**src/rtl/sevenseg_mux_driver_pkg.sv**
```systemverilog
// ----------------------------------------------------------------------------
// sevenseg_mux_driver_pkg
// Shared definitions for the multiplexed 7-segment driver:
//   - SEG_BLANK and the 16 hex glyphs (active-low, bit 6 = g ... bit 0 = a)
//   - scan phase enum (dead time vs. lit part of a digit slot)
//   - clog2 helper for sizing the slot and index counters (minimum 1 bit)
// ----------------------------------------------------------------------------
package sevenseg_mux_driver_pkg;

  typedef logic [6:0] seg_t;

  localparam seg_t SEG_BLANK = 7'h7F;

  localparam seg_t SEG_HEX_0 = 7'b1000000;
  localparam seg_t SEG_HEX_1 = 7'b1111001;
  localparam seg_t SEG_HEX_2 = 7'b0100100;
  localparam seg_t SEG_HEX_3 = 7'b0110000;
  localparam seg_t SEG_HEX_4 = 7'b0011001;
  localparam seg_t SEG_HEX_5 = 7'b0010010;
  localparam seg_t SEG_HEX_6 = 7'b0000010;
  localparam seg_t SEG_HEX_7 = 7'b1111000;
  localparam seg_t SEG_HEX_8 = 7'b0000000;
  localparam seg_t SEG_HEX_9 = 7'b0010000;
  localparam seg_t SEG_HEX_A = 7'b0001000;
  localparam seg_t SEG_HEX_B = 7'b0000011;
  localparam seg_t SEG_HEX_C = 7'b1000110;
  localparam seg_t SEG_HEX_D = 7'b0100001;
  localparam seg_t SEG_HEX_E = 7'b0000110;
  localparam seg_t SEG_HEX_F = 7'b0001110;

  // Phase within a digit slot: anodes are all off during PH_DEAD so the
  // previous digit's segments never bleed onto the next anode.
  typedef enum logic {
    PH_DEAD = 1'b0,
    PH_LIT  = 1'b1
  } phase_e;

  // Bits needed to hold 0..value-1; never returns less than 1.
  function automatic int clog2(input int value);
    int width;
    width = 1;
    while ((1 << width) < value) begin
      width = width + 1;
    end
    return width;
  endfunction

endpackage

```
**src/rtl/sevenseg_mux_driver_hex_seg_lut.sv**
```systemverilog
// ----------------------------------------------------------------------------
// hex_seg_lut
// Purely combinational hex-to-7-segment decode, active-low outputs.
// Ports:
//   i_hex  in  4  hex digit to decode
//   o_seg  out 7  segment pattern, bit 6 = g ... bit 0 = a, 0 = segment on
// ----------------------------------------------------------------------------
module hex_seg_lut
  import sevenseg_mux_driver_pkg::*;
(
  input  logic [3:0] i_hex,
  output logic [6:0] o_seg
);

  always_comb begin
    o_seg = SEG_BLANK;
    case (i_hex)
      4'h0:    o_seg = SEG_HEX_0;
      4'h1:    o_seg = SEG_HEX_1;
      4'h2:    o_seg = SEG_HEX_2;
      4'h3:    o_seg = SEG_HEX_3;
      4'h4:    o_seg = SEG_HEX_4;
      4'h5:    o_seg = SEG_HEX_5;
      4'h6:    o_seg = SEG_HEX_6;
      4'h7:    o_seg = SEG_HEX_7;
      4'h8:    o_seg = SEG_HEX_8;
      4'h9:    o_seg = SEG_HEX_9;
      4'hA:    o_seg = SEG_HEX_A;
      4'hB:    o_seg = SEG_HEX_B;
      4'hC:    o_seg = SEG_HEX_C;
      4'hD:    o_seg = SEG_HEX_D;
      4'hE:    o_seg = SEG_HEX_E;
      default: o_seg = SEG_HEX_F;
    endcase
  end

endmodule

```
**src/rtl/sevenseg_mux_driver.sv**
```systemverilog
// ----------------------------------------------------------------------------
// sevenseg_mux_driver
// Time-multiplexed driver for an N-digit common-anode 7-segment display.
// Each digit owns a slot of REFRESH_DIV clocks; the first DEAD_CYCLES clocks
// of every slot keep all anodes off. New data is staged in a pending buffer
// and copied into the displayed (shadow) buffer only at the frame boundary.
// Ports:
//   clk         in   1            system clock
//   rst_n       in   1            asynchronous active-low reset
//   value       in   4*N_DIGITS   hex digits, digit i = value[4i+3:4i]
//   dp_in       in   N_DIGITS     decimal point request per digit (1 = on)
//   digit_en    in   N_DIGITS     1 = digit may light, 0 = forced blank
//   blank_lz    in   1            runtime leading-zero blank select
//   load        in   1            capture value/dp_in/digit_en
//   seg         out  7            active-low segments (bit 6 = g)
//   dp          out  1            active-low decimal point
//   an          out  N_DIGITS     active-low anode enables
//   frame_done  out  1            one-cycle pulse at the end of each scan
// All outputs are registered: they reflect slot/index state one clock late.
// ----------------------------------------------------------------------------
module sevenseg_mux_driver
  import sevenseg_mux_driver_pkg::*;
#(
  parameter int N_DIGITS    = 4,
  parameter int REFRESH_DIV = 100000,
  parameter int DEAD_CYCLES = 2,
  parameter int LZ_BLANK_EN = 1
) (
  input  logic                    clk,
  input  logic                    rst_n,
  input  logic [4*N_DIGITS-1:0]   value,
  input  logic [N_DIGITS-1:0]     dp_in,
  input  logic [N_DIGITS-1:0]     digit_en,
  input  logic                    blank_lz,
  input  logic                    load,
  output logic [6:0]              seg,
  output logic                    dp,
  output logic [N_DIGITS-1:0]     an,
  output logic                    frame_done
);

  localparam int SLOT_W = clog2(REFRESH_DIV);
  localparam int IDX_W  = clog2(N_DIGITS);
  localparam logic [SLOT_W-1:0] SLOT_LAST = SLOT_W'(REFRESH_DIV - 1);
  localparam logic [IDX_W-1:0]  IDX_LAST  = IDX_W'(N_DIGITS - 1);
  localparam bit LZ_EN = (LZ_BLANK_EN != 0);

  // Scan state
  logic [SLOT_W-1:0]     r_slot;
  logic [IDX_W-1:0]      r_index;

  // Pending (staged) and shadow (displayed) buffers
  logic [4*N_DIGITS-1:0] r_pend_value;
  logic [N_DIGITS-1:0]   r_pend_dp;
  logic [N_DIGITS-1:0]   r_pend_en;
  logic                  r_pend_valid;
  logic [4*N_DIGITS-1:0] r_shd_value;
  logic [N_DIGITS-1:0]   r_shd_dp;
  logic [N_DIGITS-1:0]   r_shd_en;

  // Output registers
  logic [6:0]            r_seg;
  logic                  r_dp;
  logic [N_DIGITS-1:0]   r_an;
  logic                  r_frame_done;

  logic                  w_slot_wrap;
  logic                  w_boundary;
  logic                  w_in_dead;
  phase_e                w_phase;
  logic                  w_lz_active;
  logic [N_DIGITS-1:0]   w_lz_blank;
  logic [3:0]            w_digit [N_DIGITS];
  logic [N_DIGITS-1:0]   w_digit_zero;
  logic [N_DIGITS-1:0]   w_an_sel;
  logic [3:0]            w_cur_digit;
  logic [6:0]            w_cur_seg;
  logic                  w_cur_lit;
  logic                  w_cur_dp;

  assign w_slot_wrap = (r_slot == SLOT_LAST);
  assign w_boundary  = w_slot_wrap && (r_index == IDX_LAST);
  assign w_lz_active = LZ_EN && blank_lz;

  generate
    if (DEAD_CYCLES == 0) begin : g_no_dead
      assign w_in_dead = 1'b0;
    end else begin : g_dead
      assign w_in_dead = (r_slot < SLOT_W'(DEAD_CYCLES));
    end
  endgenerate

  assign w_phase = w_in_dead ? PH_DEAD : PH_LIT;

  // Per-digit slices of the shadow value and the one-hot (active-low) anode
  // pattern for the currently indexed digit.
  genvar gi;
  generate
    for (gi = 0; gi < N_DIGITS; gi++) begin : g_digit
      assign w_digit[gi]      = r_shd_value[4*gi +: 4];
      assign w_digit_zero[gi] = (r_shd_value[4*gi +: 4] == 4'h0);
      assign w_an_sel[gi]     = (r_index != IDX_W'(gi));
    end
  endgenerate

  // Leading-zero blanking: walk from the most significant digit down. The run
  // continues only through zero digits without a decimal point; digit 0 is
  // always shown. Enable state does not break the run, only value/dp do.
  always_comb begin : p_lz
    logic v_run;
    w_lz_blank = '0;
    v_run      = w_lz_active;
    for (int i = N_DIGITS - 1; i >= 1; i--) begin
      v_run         = v_run && w_digit_zero[i] && !r_shd_dp[i];
      w_lz_blank[i] = v_run;
    end
  end

  assign w_cur_digit = w_digit[r_index];
  assign w_cur_lit   = r_shd_en[r_index] && !w_lz_blank[r_index];
  assign w_cur_dp    = r_shd_dp[r_index];

  hex_seg_lut u_hex_seg_lut (
    .i_hex (w_cur_digit),
    .o_seg (w_cur_seg)
  );

  // Slot / digit counters
  always_ff @(posedge clk or negedge rst_n) begin
    if (!rst_n) begin
      r_slot  <= '0;
      r_index <= '0;
    end else begin
      if (w_slot_wrap) begin
        r_slot  <= '0;
        r_index <= (r_index == IDX_LAST) ? '0 : r_index + IDX_W'(1);
      end else begin
        r_slot  <= r_slot + SLOT_W'(1);
      end
    end
  end

  // Double buffer. A load landing on the boundary edge bypasses the pending
  // stage so it is displayed in the very next frame.
  always_ff @(posedge clk or negedge rst_n) begin
    if (!rst_n) begin
      r_pend_value <= '0;
      r_pend_dp    <= '0;
      r_pend_en    <= '1;
      r_pend_valid <= 1'b0;
      r_shd_value  <= '0;
      r_shd_dp     <= '0;
      r_shd_en     <= '1;
    end else if (w_boundary) begin
      r_pend_valid <= 1'b0;
      if (load) begin
        r_shd_value <= value;
        r_shd_dp    <= dp_in;
        r_shd_en    <= digit_en;
      end else if (r_pend_valid) begin
        r_shd_value <= r_pend_value;
        r_shd_dp    <= r_pend_dp;
        r_shd_en    <= r_pend_en;
      end
    end else if (load) begin
      r_pend_value <= value;
      r_pend_dp    <= dp_in;
      r_pend_en    <= digit_en;
      r_pend_valid <= 1'b1;
    end
  end

  // Registered scan outputs
  always_ff @(posedge clk or negedge rst_n) begin
    if (!rst_n) begin
      r_an         <= '1;
      r_seg        <= SEG_BLANK;
      r_dp         <= 1'b1;
      r_frame_done <= 1'b0;
    end else begin
      r_frame_done <= w_boundary;
      if (w_phase == PH_DEAD) begin
        r_an  <= '1;
        r_seg <= SEG_BLANK;
        r_dp  <= 1'b1;
      end else begin
        // A blanked digit keeps its anode driven so the scan timing is uniform.
        r_an  <= w_an_sel;
        r_seg <= w_cur_lit ? w_cur_seg : SEG_BLANK;
        r_dp  <= w_cur_lit ? ~w_cur_dp : 1'b1;
      end
    end
  end

  assign seg        = r_seg;
  assign dp         = r_dp;
  assign an         = r_an;
  assign frame_done = r_frame_done;

endmodule
```
**config.mk**
```make
export PLATFORM = sky130hd
export DESIGN_NAME = sevenseg_mux_driver
export DESIGN_NICKNAME = d
export VERILOG_FILES = /design/src/rtl/sevenseg_mux_driver_pkg.sv /design/src/rtl/sevenseg_mux_driver_hex_seg_lut.sv /design/src/rtl/sevenseg_mux_driver.sv
export SDC_FILE = /design/constraint.sdc
export NUM_CORES = 1
export LEC_CHECK = 0
export ABC_AREA = 1
export BUFFER_PORTS_ARGS = -buffer_cell sky130_fd_sc_hd__buf_2
export CAP_MARGIN = 20
export CORE_MARGIN = 2
export CORE_UTILIZATION = 30
export CTS_CLUSTER_DIAMETER = 150
export DETAILED_ROUTE_END_ITERATION = 6
export PLACE_DENSITY = 0.49
export SLEW_MARGIN = 20
export SYNTH_ARGS = -nofsm -noshare
export SYNTH_HDL_FRONTEND = slang
export SYNTH_HIERARCHICAL = 1
export SYNTH_SLANG_ARGS = --single-unit
```
**constraint.sdc**
```tcl
create_clock -name clk -period 3.6 [get_ports clk]
set_clock_uncertainty 0.15 [all_clocks]
set_input_delay 0.18 -clock clk [delete_from_list [all_inputs] [get_ports clk]]
set_output_delay 0.18 -clock clk [all_outputs]
set_load 0.02 [all_outputs]
```
### Word level (Yosys, flattened, before mapping)

Memories as Yosys holds them, arrays and structs flattened.
Cells that the tools add are included.

| word-level totals | value |
|---|---|
| register bits | 81 |
| ROM bits | 112 |
| input bits | 28 |
| output and inout port bits | 13 |
| word-level logic and storage cells | 71 |
| memories kept | 1 |

| operators by class | value |
|---|---|
| add/sub/neg operators | 2 |
| $lt $le $gt $ge | 3 |
| equality and inequality tests | 5 |
| multiplexer cells | 24 |
| bitwise operators | 3 |
| reductions and logical operators | 20 |

Memories:

| name | depth | width | rd ports | clocked after memory_dff | wr ports | RTL line | RTL |
|---|---|---|---|---|---|---|---|
| (name not given) | 16 | 7 | 1 | 0 | 0 | sevenseg_mux_driver_hex_seg_lut.sv:17 | `case (i_hex)` |

Operator list:

| operator | number |
|---|---|
| $mux W16 | 2 |
| $mux W4 | 7 |
| $add A17 B1 Y17 const B | 1 |
| $eq A17 B17 Y1 const B | 1 |
| $lt A17 B2 Y1 const B | 1 |
| $mux W17 | 1 |
| $mux W7 | 2 |
| $logic_not A4 Y1 | 3 |
| $bmux W4 S2 | 1 |
| $logic_and A1 B1 Y1 | 8 |
| $mux W1 | 7 |
| $bmux W1 S2 | 3 |
| $reduce_bool A2 Y1 | 3 |
| $logic_not A1 Y1 | 4 |
| $ne A2 B2 Y1 const B | 2 |
| $reduce_and A2 Y1 | 2 |
| $ge A3 B3 Y1 const B | 1 |
| $lt A2 B3 Y1 const B | 1 |
| $not A2 Y3 | 1 |
| $add A2 B1 Y2 const B | 1 |
| $eq A2 B2 Y1 const B | 1 |
| $mux W2 | 1 |
| $ne A2 B1 Y1 const B | 1 |
| $not A1 Y1 | 2 |

### Longest topological paths before layout

Gate-level depths: netlist of the first run.

| logic depth | value |
|---|---|
| depth after elaboration | 13 |
| gate-level depth with buffers | 12 |
| depth with buffers taken out | 11 |

### Cells and area by module

Netlist of the first run, hierarchy kept.

By module, submodules not included:

| module | times used | cells each | area an instance (sq um) | seq. area each (sq um) |
|---|---|---|---|---|
| sevenseg_mux_driver | 1 | 552 | 4,271.6 | 2,052.0 |
| hex_seg_lut | 1 | 49 | 274.0 | 0.0 |

### Worst setup path before layout of the first run

Ideal clock, no wire load.

| timing | value |
|---|---|
| path type | reg2reg |
| from | register r_index[0] |
| to | register r_seg[3] (netlist: seg[3]) |
| library setup time | 90 ps |
| arrival time | 1,972 ps |
| required time | 3,360 ps |
| setup slack | 1,388 ps |
| cell stages (with the launch flop) | 12 |
| path buffers | 1 |
| clock period less this slack | 2,212 ps |
| path through | dfrtp_1 inv_1 clkbuf_1 o21ai_0 o22ai_1 inv_1 ha_1 nand2_1 nand3_1 nand2_1 inv_1 nand3_1 |

| on the way | value |
|---|---|
| cells in the longest elaborated chain, start to end | 7 |
| elaborated cells on any way between the ends | 13 |
| classes of those cells | 9 x mux; 1 x bitwise; 2 x reduce/logical; 1 x memory |

Ends and longest elaborated chain:

| element | RTL line | RTL |
|---|---|---|
| start, declared | sevenseg_mux_driver.sv:50 | `logic [IDX_W-1:0] r_index;` |
| start signal, assigned | sevenseg_mux_driver.sv:136 | `r_index <= (r_index == IDX_LAST) ? '0 : r_index + IDX_W'(1);` |
| $not A2 Y3 (implied by the code) | sevenseg_mux_driver.sv:119 | `assign w_cur_digit = w_digit[r_index];` |
| $bmux W4 S2 | sevenseg_mux_driver.sv:119 |  |
| $mux W4 (implied by the code) (2 in a row) | sevenseg_mux_driver.sv:119 |  |
| via w_cur_digit[1] | sevenseg_mux_driver.sv:76 | `logic [3:0] w_cur_digit;` |
| $mem_v2 Z16 W7 | n/a |  |
| via w_cur_seg[3] | sevenseg_mux_driver.sv:77 | `logic [6:0] w_cur_seg;` |
| $mux W7 | sevenseg_mux_driver.sv:189 | `r_seg <= w_cur_lit ? w_cur_seg : SEG_BLANK;` |
| $mux W7 | sevenseg_mux_driver.sv:182 | `if (w_phase == PH_DEAD) begin` |
| end signal, assigned | sevenseg_mux_driver.sv:189 |  |
| end, declared | sevenseg_mux_driver.sv:62 | `logic [6:0] r_seg;` |

The timed path passes the listed nets, and every way through them passes these cells. The select of a mux whose other input is x is not followed.
A chain may end at the register's enable or synchronous reset.

### Final worst setup path of the first run

| timing | value |
|---|---|
| from | register r_index[0] |
| to | register r_seg[1] (netlist: seg[1]) |

The elaborated chain is that of the path after synthesis.

==> results of run 1 <==
## layout make-up
| class | count | area, µm² | share of cell area (%) |
|---|---|---|---|
| sequential | 81 | 2050 | 38.2 |
| multi-input combinational | 421 | 2050 | 38.1 |
| timing repair buffer | 69 | 487 | 9.05 |
| inverter | 70 | 264 | 4.91 |
| tap | 184 | 230 | 4.28 |
| clock buffer | 10 | 229 | 4.26 |
| clock inverter | 6 | 66.3 | 1.23 |
## cell usage after synthesis (2+ instances only)
cell type / number / area [µm²]
buf_4: 4 / 30.0
ha_1: 12 / 150
buf_1: 2 / 7.51
xor2_1: 5 / 43.8
nand3_1: 51 / 255
clkbuf_1: 8 / 30.0
nand2_1: 191 / 717
nor2_2: 4 / 25.0
dfstp_2: 20 / 526
o22ai_1: 5 / 31.3
inv_1: 62 / 233
inv_2: 6 / 22.5
nand4_1: 30 / 188
a21oi_1: 3 / 15.0
nor2_8: 2 / 40.0
nand2_2: 4 / 25.0
nand2_4: 3 / 33.8
nor2_1: 58 / 218
nand4_2: 2 / 25.0
o21ai_0: 43 / 215
dfrtp_1: 61 / 1530
buf_6: 2 / 22.5
buf_2: 11 / 55.1
## cells in the final DEF (no fill, tap or decap)
master / netlist / routed
nand3b_1: 1 / 1
clkinv_1: 1 / 1
nand4_2: 2 / 2
a21oi_1: 3 / 3
dfrtp_1: 61 / 61
nand3_1: 51 / 51
clkbuf_16: 0 / 9
bufinv_16: 0 / 1
or2_0: 1 / 1
buf_2: 11 / 39
nor2_8: 2 / 2
nand3_4: 1 / 1
nand2_2: 4 / 4
o21ai_0: 43 / 43
buf_4: 4 / 4
xor2_1: 5 / 5
nand2_1: 191 / 191
or2_2: 1 / 1
xnor2_1: 1 / 1
nor2_1: 58 / 58
o21ai_2: 1 / 1
clkbuf_1: 8 / 1
nand4_1: 30 / 30
nor2_2: 4 / 4
inv_6: 0 / 1
nand2_4: 3 / 3
inv_1: 62 / 62
dfstp_2: 20 / 20
o21ai_1: 1 / 1
ha_1: 12 / 12
clkinv_4: 0 / 2
buf_6: 2 / 1
o211ai_1: 1 / 1
inv_2: 6 / 6
o22ai_1: 5 / 5
clkinv_2: 1 / 3
dlygate4sd3_1: 0 / 25
## final timing paths
| kind | startpoint | to |
|---|---|---|
| worst max-delay path | r_index[0] | seg[1] |
| worst min-delay path | rst_n | r_slot[8] |
| worst max register to register | r_index[0] | seg[1] |
| worst min register to register | r_pend_en[2] | r_pend_en[2] |
| max in group asynchronous | rst_n | r_shd_value[6] |
| min in group clk | r_pend_en[2] | r_pend_en[2] |
## cells by family (layout without fill, tap and decap cells)
logic type	after synthesis	after routing	share of synthesized area [%]
AO/OA/AOI/OAI	54	54	6.22
XOR/XNOR	6	6	1.16
adder cells (fa/ha/maj)	12	12	3.30
buffers and inverters	99	155	9.77
flip-flops	81	81	45.1
AND/OR/NAND/NOR	349	349	34.4
## through the flow
stage	hold WS [ps]	std cells	power, W	setup WS (ps)	util, %
CTS	312	841	0.00203	979	36.7
global route	323	841	0.00209	641	36.7
floorplan	-266	601	0.00102	1390	-
finish	305	841	0.00199	928	36.7
global placement	264	800	0.00107	1150	33.0
detailed placement	268	800	0.00107	988	33.0
## critical path: stages (launching register included)
cell and delay, ps:
dfrtp_1 530, inv_1 390, o21ai_0 150, o22ai_1 680, inv_1 250, nand2_1 160, nand3_1 80, nand2_1 100
inv_1 40, nand3_1 70
## report_power, final
| part | leakage (nW) | total, W | internal [W] | switching, W |
|---|---|---|---|---|
| clock network | 0.147 | 0.000911 | 0.000539 | 0.000371 |
| logic | 1.60 | 0.000124 | 0.0000531 | 0.0000714 |
| registers | 1.01 | 0.000950 | 0.000938 | 0.0000119 |
## metal layers
metal / part of all wire [%] / GRT usage (%)
met2: 43 / 21.3
met1: 51 / 19.2
met4: 1.4 / 4.65
met5: 0 / 0
met3: 5.1 / 3.69
## flip-flops by register name, indices dropped and copies added, names as in the netlist
signal	flops
r_pend_en	4
r_pend_valid	1
frame_done	1
r_shd_dp	4
r_pend_dp	4
r_pend_value	16
r_index	2
r_shd_en	4
dp	1
seg	7
an	4
r_shd_value	16
r_slot	17
## what timing repair did
action | in CTS | in global routing
endpoints found under the hold margin | 85 | 0
hold buffers | 25 | 0
setup buffers | 0 | 0
==> flow_metrics.env, run 1 <==
export IMPL_grt_pass1_vias=3804
export IMPL_syn_area_um2=4550
export IMPL_antenna_found_initial=0
export IMPL_io_pins=41
export IMPL_start_kind="flop"
export IMPL_syn_num_nets=641
export IMPL_wl_per_cell_um=12.2
export IMPL_grt_use_total_pct=13.9
export IMPL_drt_first_pass_iters=4
export IMPL_crit_fanout=16
export IMPL_endpoint_kind="flop"
export IMPL_io_buffer_count=40
export IMPL_yosys_most_used_dff="dfrtp_1"
export IMPL_cts_tree="done"
export IMPL_fp_coreArea_um2=14600
export IMPL_clk_pin_slew_ps=60
export IMPL_regToRegSetupSlack_ps=930
export IMPL_setup_tns_ps=0
export IMPL_grt_max_degree=82
export IMPL_dpl_hpwl_mm=7.29
export IMPL_power_density_nw_per_um2=369
export IMPL_antenna_left=0
export IMPL_syn_avg_cell_area_um2=7.56
export IMPL_ys_seq_elements=81
export IMPL_maxCapViolations=0
export IMPL_fmax_mhz=374
export IMPL_drtIter0Drc=286
export IMPL_initial_utilization_pct=31.0
export IMPL_setup_viol=0
export IMPL_fin_crit_sh_pct=74.2
export IMPL_seq_area_frac_synth_pct=45.1
export IMPL_grt_pass1_wl_mm=18.2
export IMPL_fill_cells=1563
export IMPL_worst_pin_slew_ps=874
export IMPL_grt_ovfl_total=0
export IMPL_fin_area_um2=5380
export IMPL_route_vias_total=3883
export IMPL_rsz0062_at_grt="false"
export IMPL_cts_buffers_inserted=9
export IMPL_postSynthCellCount=601
export IMPL_dpl_cell_area_um2=4830
export IMPL_cts_sinks=81
export IMPL_hold_class="input port to async pin"
export IMPL_antenna_cells=0
export IMPL_synth_edf_count=0
export IMPL_globalplace_congestion=0.825
export IMPL_syn2layout_area_growth_pct=18.3
export IMPL_std_cell_rows=44
export IMPL_critical_path_class="flop to flop"
export IMPL_run_status="finished, final reports clean"
export IMPL_cts_max_level=3
export IMPL_via_per_inst=4.62
export IMPL_final_nets=692
export IMPL_root_buffer="clkbuf_16"
export IMPL_clk_latency_ps=340
export IMPL_vdd_drop_max_uv=259
export IMPL_cp_required_ps=3720
export IMPL_clock_path_buffers=2
export IMPL_p_leak_nw=2.75
export IMPL_cts_resized=0
export IMPL_die_h_um=127
export IMPL_fin_crit_ps=2670
export IMPL_fp_dieW_um=127
export IMPL_drive_gt1_share_pct=15.8
export IMPL_maxSlewViolCount=0
export IMPL_r2r_cells=9
export IMPL_timing_hold_violations_final=0
export IMPL_dieArea_um2=16200
export IMPL_yosysUniqueCellTypes=35
export IMPL_yosys_warnings=6
export IMPL_postRouteWirelength_mm=10.3
export IMPL_drc=0
export IMPL_synthArstFlopShare_pct=100
export IMPL_slew_headroom_pct=41.8
export IMPL_arrival_ps=2790
(Power assumes the default switching activity.)
==> run 2: changes to the inputs <==
==> constraint.sdc (replaced) <==
create_clock -name clk -period 2.6 [get_ports clk]
set_clock_uncertainty 0.15 [all_clocks]
set_input_delay 0.13 -clock clk [delete_from_list [all_inputs] [get_ports clk]]
set_output_delay 0.13 -clock clk [all_outputs]
set_load 0.02 [all_outputs]
==> run 2 against run 1 <==
  * Sequential share of layout area fell by 0.83 points
  * Global-route usage increased by 0.26 points
  * Sequential cell count stayed put
  * Final cell count up 0.59%
  * Design area up 2.2%
  * Largest cell class is now multi-input gates
  * Largest power group is now the clock network
==> flow_metrics.env, run 2 (same netlist as run 1, synthesis figures left out) <==
export IMPL_run_status="finished, final reports clean"
export IMPL_std_cell_rows=44
export IMPL_cts_tree="done"
export IMPL_arrival_ps=2420
export IMPL_rsz0062_at_grt="false"
export IMPL_cts_sinks=81
export IMPL_vdd_drop_max_uv=371
export IMPL_clk_pin_slew_ps=60
export IMPL_fill_cells=1577
export IMPL_route_vias_total=3834
export IMPL_setup_tns_ps=0
export IMPL_grt_max_degree=55
export IMPL_syn2layout_area_growth_pct=20.9
export IMPL_setup_viol=0
export IMPL_clock_path_buffers=2
export IMPL_fp_dieW_um=127
export IMPL_critPathBufInv=3
export IMPL_drc=0
export IMPL_total_power_w=0.00299
export IMPL_p_clk_share_pct=50.0
export IMPL_worst_pin_slew_ps=763
export IMPL_cts_max_level=3
export IMPL_slew_headroom_pct=49.1
export IMPL_layout_commonest_cell="nand2_1"
export IMPL_power_density_nw_per_um2=544
export IMPL_hold_class="input port to flop"
export IMPL_die_h_um=127
export IMPL_timing_hold_violations_final=0
export IMPL_antenna_left=0
export IMPL_dpl_hpwl_mm=7.48
export IMPL_globalplace_congestion=0.844
export IMPL_top_regs="r_slot: 17 flops, r_pend_value: 16 flops, r_shd_value: 16 flops"
export IMPL_cts_buffers_inserted=9
export IMPL_fp_coreArea_um2=14600
export IMPL_drt_first_pass_iters=4
export IMPL_internal_power_w=0.00233
export IMPL_via_per_inst=4.53
export IMPL_final_cell_mix="nand2_1, inv_1, dfrtp_1"
export IMPL_maxSlewViolCount=0
export IMPL_critical_path_class="flop to flop"
export IMPL_drtIter0Drc=274
export IMPL_fmax_mhz=432
export IMPL_critical_path_top_delay_family="compound AO/OA/AOI/OAI gates"
export IMPL_min_to="r_pend_en[3]"
export IMPL_worstReg2RegStart="r_index[1]"
export IMPL_post_route_util_pct=37.5
export IMPL_antenna_found_initial=0
export IMPL_r2r_cells=10
export IMPL_critPathMaxStageDelay_ps=470
export IMPL_start_kind="flop"
export IMPL_fin_crit_sh_pct=89.1
export IMPL_largest_reg_flops=17
export IMPL_io_pins=41
export IMPL_io_buffer_count=40
export IMPL_root_buffer="clkbuf_16"
export IMPL_rr_endpoint="seg[3]"
export IMPL_clk_latency_ps=340
export IMPL_regMostFlops="r_slot"
export IMPL_cp_required_ps=2700
export IMPL_holdPathStages=3
export IMPL_regArea_um2=2050
export IMPL_grt_pass1_vias=3889
export IMPL_initial_utilization_pct=31.0
export IMPL_pwr_share_seq_pct=44.0
export IMPL_dieArea_um2=16200
export IMPL_drive_gt1_share_pct=16.8
export IMPL_switching_share_pct=22.1
export IMPL_cpMaxStageDelayCell="dfrtp_1"
export IMPL_fin_crit_ps=2320
export IMPL_grt_use_total_pct=14.2
export IMPL_endpoint_kind="flop"
export IMPL_maxCapViolations=0
export IMPL_multiInputGateArea_um2=2060
export IMPL_p_leak_nw=2.81
export IMPL_final_nets=697
export IMPL_regToRegSetupSlack_ps=280
export IMPL_grt_pass1_wl_mm=18.6
export IMPL_postRouteWirelength_mm=10.5
export IMPL_antenna_cells=0
export IMPL_crit_fanout=11
export IMPL_power_switching_w=0.000661
export IMPL_crit_chain="clkinv_1 > o21ai_0 > o22ai_1 > inv_1 > ha_1 > nand2_1 > nand3_1 > nand2_1 > inv_1 > nand3_1"
export IMPL_grt_ovfl_total=0
export IMPL_p_comb_share_pct=6.0
export IMPL_wl_per_cell_um=12.4
export IMPL_min_from="load"
==> run 2: cell types whose count changed in the layout (fill, tap and decap cells not counted), sizes merged <==
cell,previous run,this run
buf,44,49
clkinv,6,3
bufinv,1,3
inv,69,71
clkbuf,10,9
==> run 2: power by group through the flow <==
stage          Clock, W  Sequential [W]  Combinational, W
3_5_place_dp          0         0.00134          0.000156
6_report        0.00150         0.00131          0.000179
3_3_place_gp          0         0.00134          0.000152
4_1_cts         0.00154         0.00131          0.000184
5_1_grt         0.00159         0.00132          0.000211
2_1_floorplan         0         0.00133         0.0000850
==> run 2: metrics by stage <==
stage                     hold slack [ps]  cells  setup slack [ps]  area [µm²]
after floorplan                      -316    601               388        4550
after global placement               23.9    805               375        4890
after detailed placement             32.1    805               242        4890
after CTS                            27.1    846               236        5490
after global routing                 69.3    846              51.5        5500
final                                35.6    846               283        5500
==> run 2: per-layer routing <==
layer | global-route usage (%) | routed length (µm)
met3 | 4.06 | 445
met1 | 20.0 | 5390
met5 | 0 | 0
met4 | 3.10 | 76
met2 | 21.7 | 4600
==> run 2: how the worst max path moves through the flow <==
stage	from	to	depth (start not counted)
finish	r_index[1]	seg[3]	10
global route	r_index[1]	seg[3]	10
CTS	r_index[1]	seg[3]	10
detailed placement	r_index[1]	seg[3]	10
global placement	r_index[1]	seg[3]	10
floorplan	r_index[0]	seg[3]	11
==> run 2: area by class of cell <==
| cell class | count | area share [%] |
|---|---|---|
| multi-input cells | 421 | 37.4 |
| flip-flops and latches | 81 | 37.3 |
| repair buffers | 74 | 9.92 |
| inverters | 70 | 4.80 |
| well taps | 184 | 4.19 |
| clock buffers | 9 | 4.10 |
| clock inverters | 7 | 2.25 |
==> run 2: worst min-delay path: stages <==
cell,delay (ps)
buf_2,220
nand3_1,120
nand2_1,50
==> run 2: what timing repair did <==
action	4_1_cts	5_1_grt
buffers inserted	0	0
endpoints found under the hold margin	50	0
resized for setup	0	1
endpoints found under the setup margin	0	3
hold buffers	25	0
==> run 3: changes to the inputs <==
==> constraint.sdc (replaced) <==
create_clock -name clk -period 2.9 [get_ports clk]
set_clock_uncertainty 0.15 [all_clocks]
set_input_delay 0.145 -clock clk [delete_from_list [all_inputs] [get_ports clk]]
set_output_delay 0.145 -clock clk [all_outputs]
set_load 0.05 [all_outputs]
==> run 3 against run 2 <==
  * Routed wire length decreased by 1.8%
  * Register-to-register slack gained 280 ps
  * Design area decreased by 1.2%
  * Global-route usage down 0.50 points
  * Sequential cell count is the same
  * Maximum frequency is 0.95% lower
==> flow_metrics.env, run 3 (same netlist as run 1, synthesis figures left out) <==
export IMPL_drive_gt1_share_pct=16.6
export IMPL_power_density_nw_per_um2=464
export IMPL_fin_hold_ws_ps=17.5
export IMPL_total_power_w=0.00252
export IMPL_grt_max_degree=73
export IMPL_p_leak_nw=2.78
export IMPL_cts_sinks=81
export IMPL_dpl_hpwl_mm=7.39
export IMPL_fmax_mhz=427
export IMPL_regArea_um2=2050
export IMPL_drc=0
export IMPL_via_per_inst=4.52
export IMPL_cts_tree="done"
export IMPL_clk_latency_ps=340
export IMPL_vdd_drop_max_uv=313
export IMPL_antenna_left=0
export IMPL_postRouteWirelength_mm=10.3
export IMPL_cts_resized=0
export IMPL_rsz0062_at_grt="false"
export IMPL_grt_pass1_wl_mm=17.8
export IMPL_hold_class="input port to flop"
export IMPL_drtIter0Drc=251
export IMPL_io_pins=41
export IMPL_worst_pin_slew_ps=926
export IMPL_cts_max_level=3
export IMPL_holdPathStages=4
export IMPL_slew_headroom_pct=38.2
export IMPL_setup_viol=0
export IMPL_regMostFlops="r_slot"
export IMPL_maxCapViolations=0
export IMPL_fp_dieW_um=127
export IMPL_largest_reg_flops=17
export IMPL_grt_use_total_pct=13.7
export IMPL_root_buffer="clkbuf_16"
export IMPL_timing_hold_violations_final=0
export IMPL_r2r_cells=10
export IMPL_drt_first_pass_iters=7
export IMPL_fin_crit_sh_pct=80.7
export IMPL_top_regs="r_slot: 17 flops, r_pend_value: 16 flops, r_shd_value: 16 flops"
export IMPL_start_kind="flop"
export IMPL_syn2layout_area_growth_pct=19.5
export IMPL_multiInputGateArea_um2=2050
export IMPL_clk_pin_slew_ps=60
export IMPL_critical_path_class="flop to flop"
export IMPL_run_status="finished, final reports clean"
export IMPL_dieArea_um2=16200
export IMPL_route_vias_total=3827
export IMPL_antenna_cells=0
export IMPL_globalplace_congestion=0.836
export IMPL_grt_ovfl_total=0
export IMPL_arrival_ps=2440
export IMPL_endpoint_kind="flop"
export IMPL_wl_per_cell_um=12.2
export IMPL_final_cell_mix="nand2_1, inv_1, dfrtp_1"
export IMPL_antenna_found_initial=0
export IMPL_fill_cells=1582
export IMPL_final_nets=697
export IMPL_clock_path_buffers=2
export IMPL_cp_required_ps=3000
export IMPL_io_buffer_count=40
export IMPL_post_cts_buffers=0
export IMPL_grt_pass1_vias=3639
export IMPL_cts_buffers_inserted=9
export IMPL_die_h_um=127
export IMPL_crit_fanout=16
export IMPL_std_cell_rows=44
export IMPL_fin_crit_ps=2340
export IMPL_postCtsHoldBufs=25
export IMPL_initial_utilization_pct=31.0
export IMPL_setup_tns_ps=0
export IMPL_fp_coreArea_um2=14600
export IMPL_layout_commonest_cell="nand2_1"
export IMPL_maxSlewViolCount=0
## run 3: changes by cell type in the layout (fill, tap and decap cells not counted)
cell       delta
buf_12        -2
buf_4         +2
bufinv_16     -2
clkbuf_8      +2
clkinv_4      +2
inv_6         -1
inv_8         -1
o22ai_1       +1
o22ai_2       -1
## run 3: power breakdown
group          internal, W  total [W]  switching, W
Clock             0.000718    0.00119      0.000467
Sequential         0.00116    0.00118     0.0000149
Combinational    0.0000673   0.000157     0.0000897
## run 3: layout make-up
type                       count  area share (%)
tap                          184            4.24
sequential                    81            37.8
clock inverter                 5            1.13
inverter                      70            4.86
clock buffer                  11            4.65
timing repair buffer          74            9.59
multi-input combinational    421            37.7
## run 3: critical path, cell delays in order, from the launching register on
cell	delay (ps)
dfrtp_1	380
inv_1	330
o21ai_0	150
o22ai_1	390
inv_1	200
ha_1	350
nand2_1	50
nand3_1	70
nand2_1	60
inv_1	50
nand3_1	70
## run 3: worst paths after layout
path                        startpoint           to  slack, ps
max                         r_index[0]       seg[3]        560
min                               load  r_shd_en[3]         20
max reg2reg                 r_index[0]       seg[3]        560
min reg2reg                r_shd_en[3]  r_shd_en[3]        310
max in group asynchronous        rst_n       seg[6]       1540
min in group asynchronous        rst_n   r_slot[16]        320
## run 3: per-layer routing
metal  GRT usage, %  vias to the layer above  share of wire [%]
met5              0                        -                  0
met4           4.65                        0                1.3
met3           3.56                        9                4.5
met2           20.6                       79                 42
met1           19.1                     1718                 52
li1               -                     2021                  -
## run 3: per-stage QoR
stage	utilization [%]	instances	cell area, µm²	setup WS, ps
4_1_cts	37.1	846	5430	552
2_1_floorplan	-	601	4550	688
5_1_grt	37.1	846	5430	259
3_3_place_gp	33.2	805	4870	690
3_5_place_dp	33.2	805	4870	563
6_report	37.1	846	5430	561
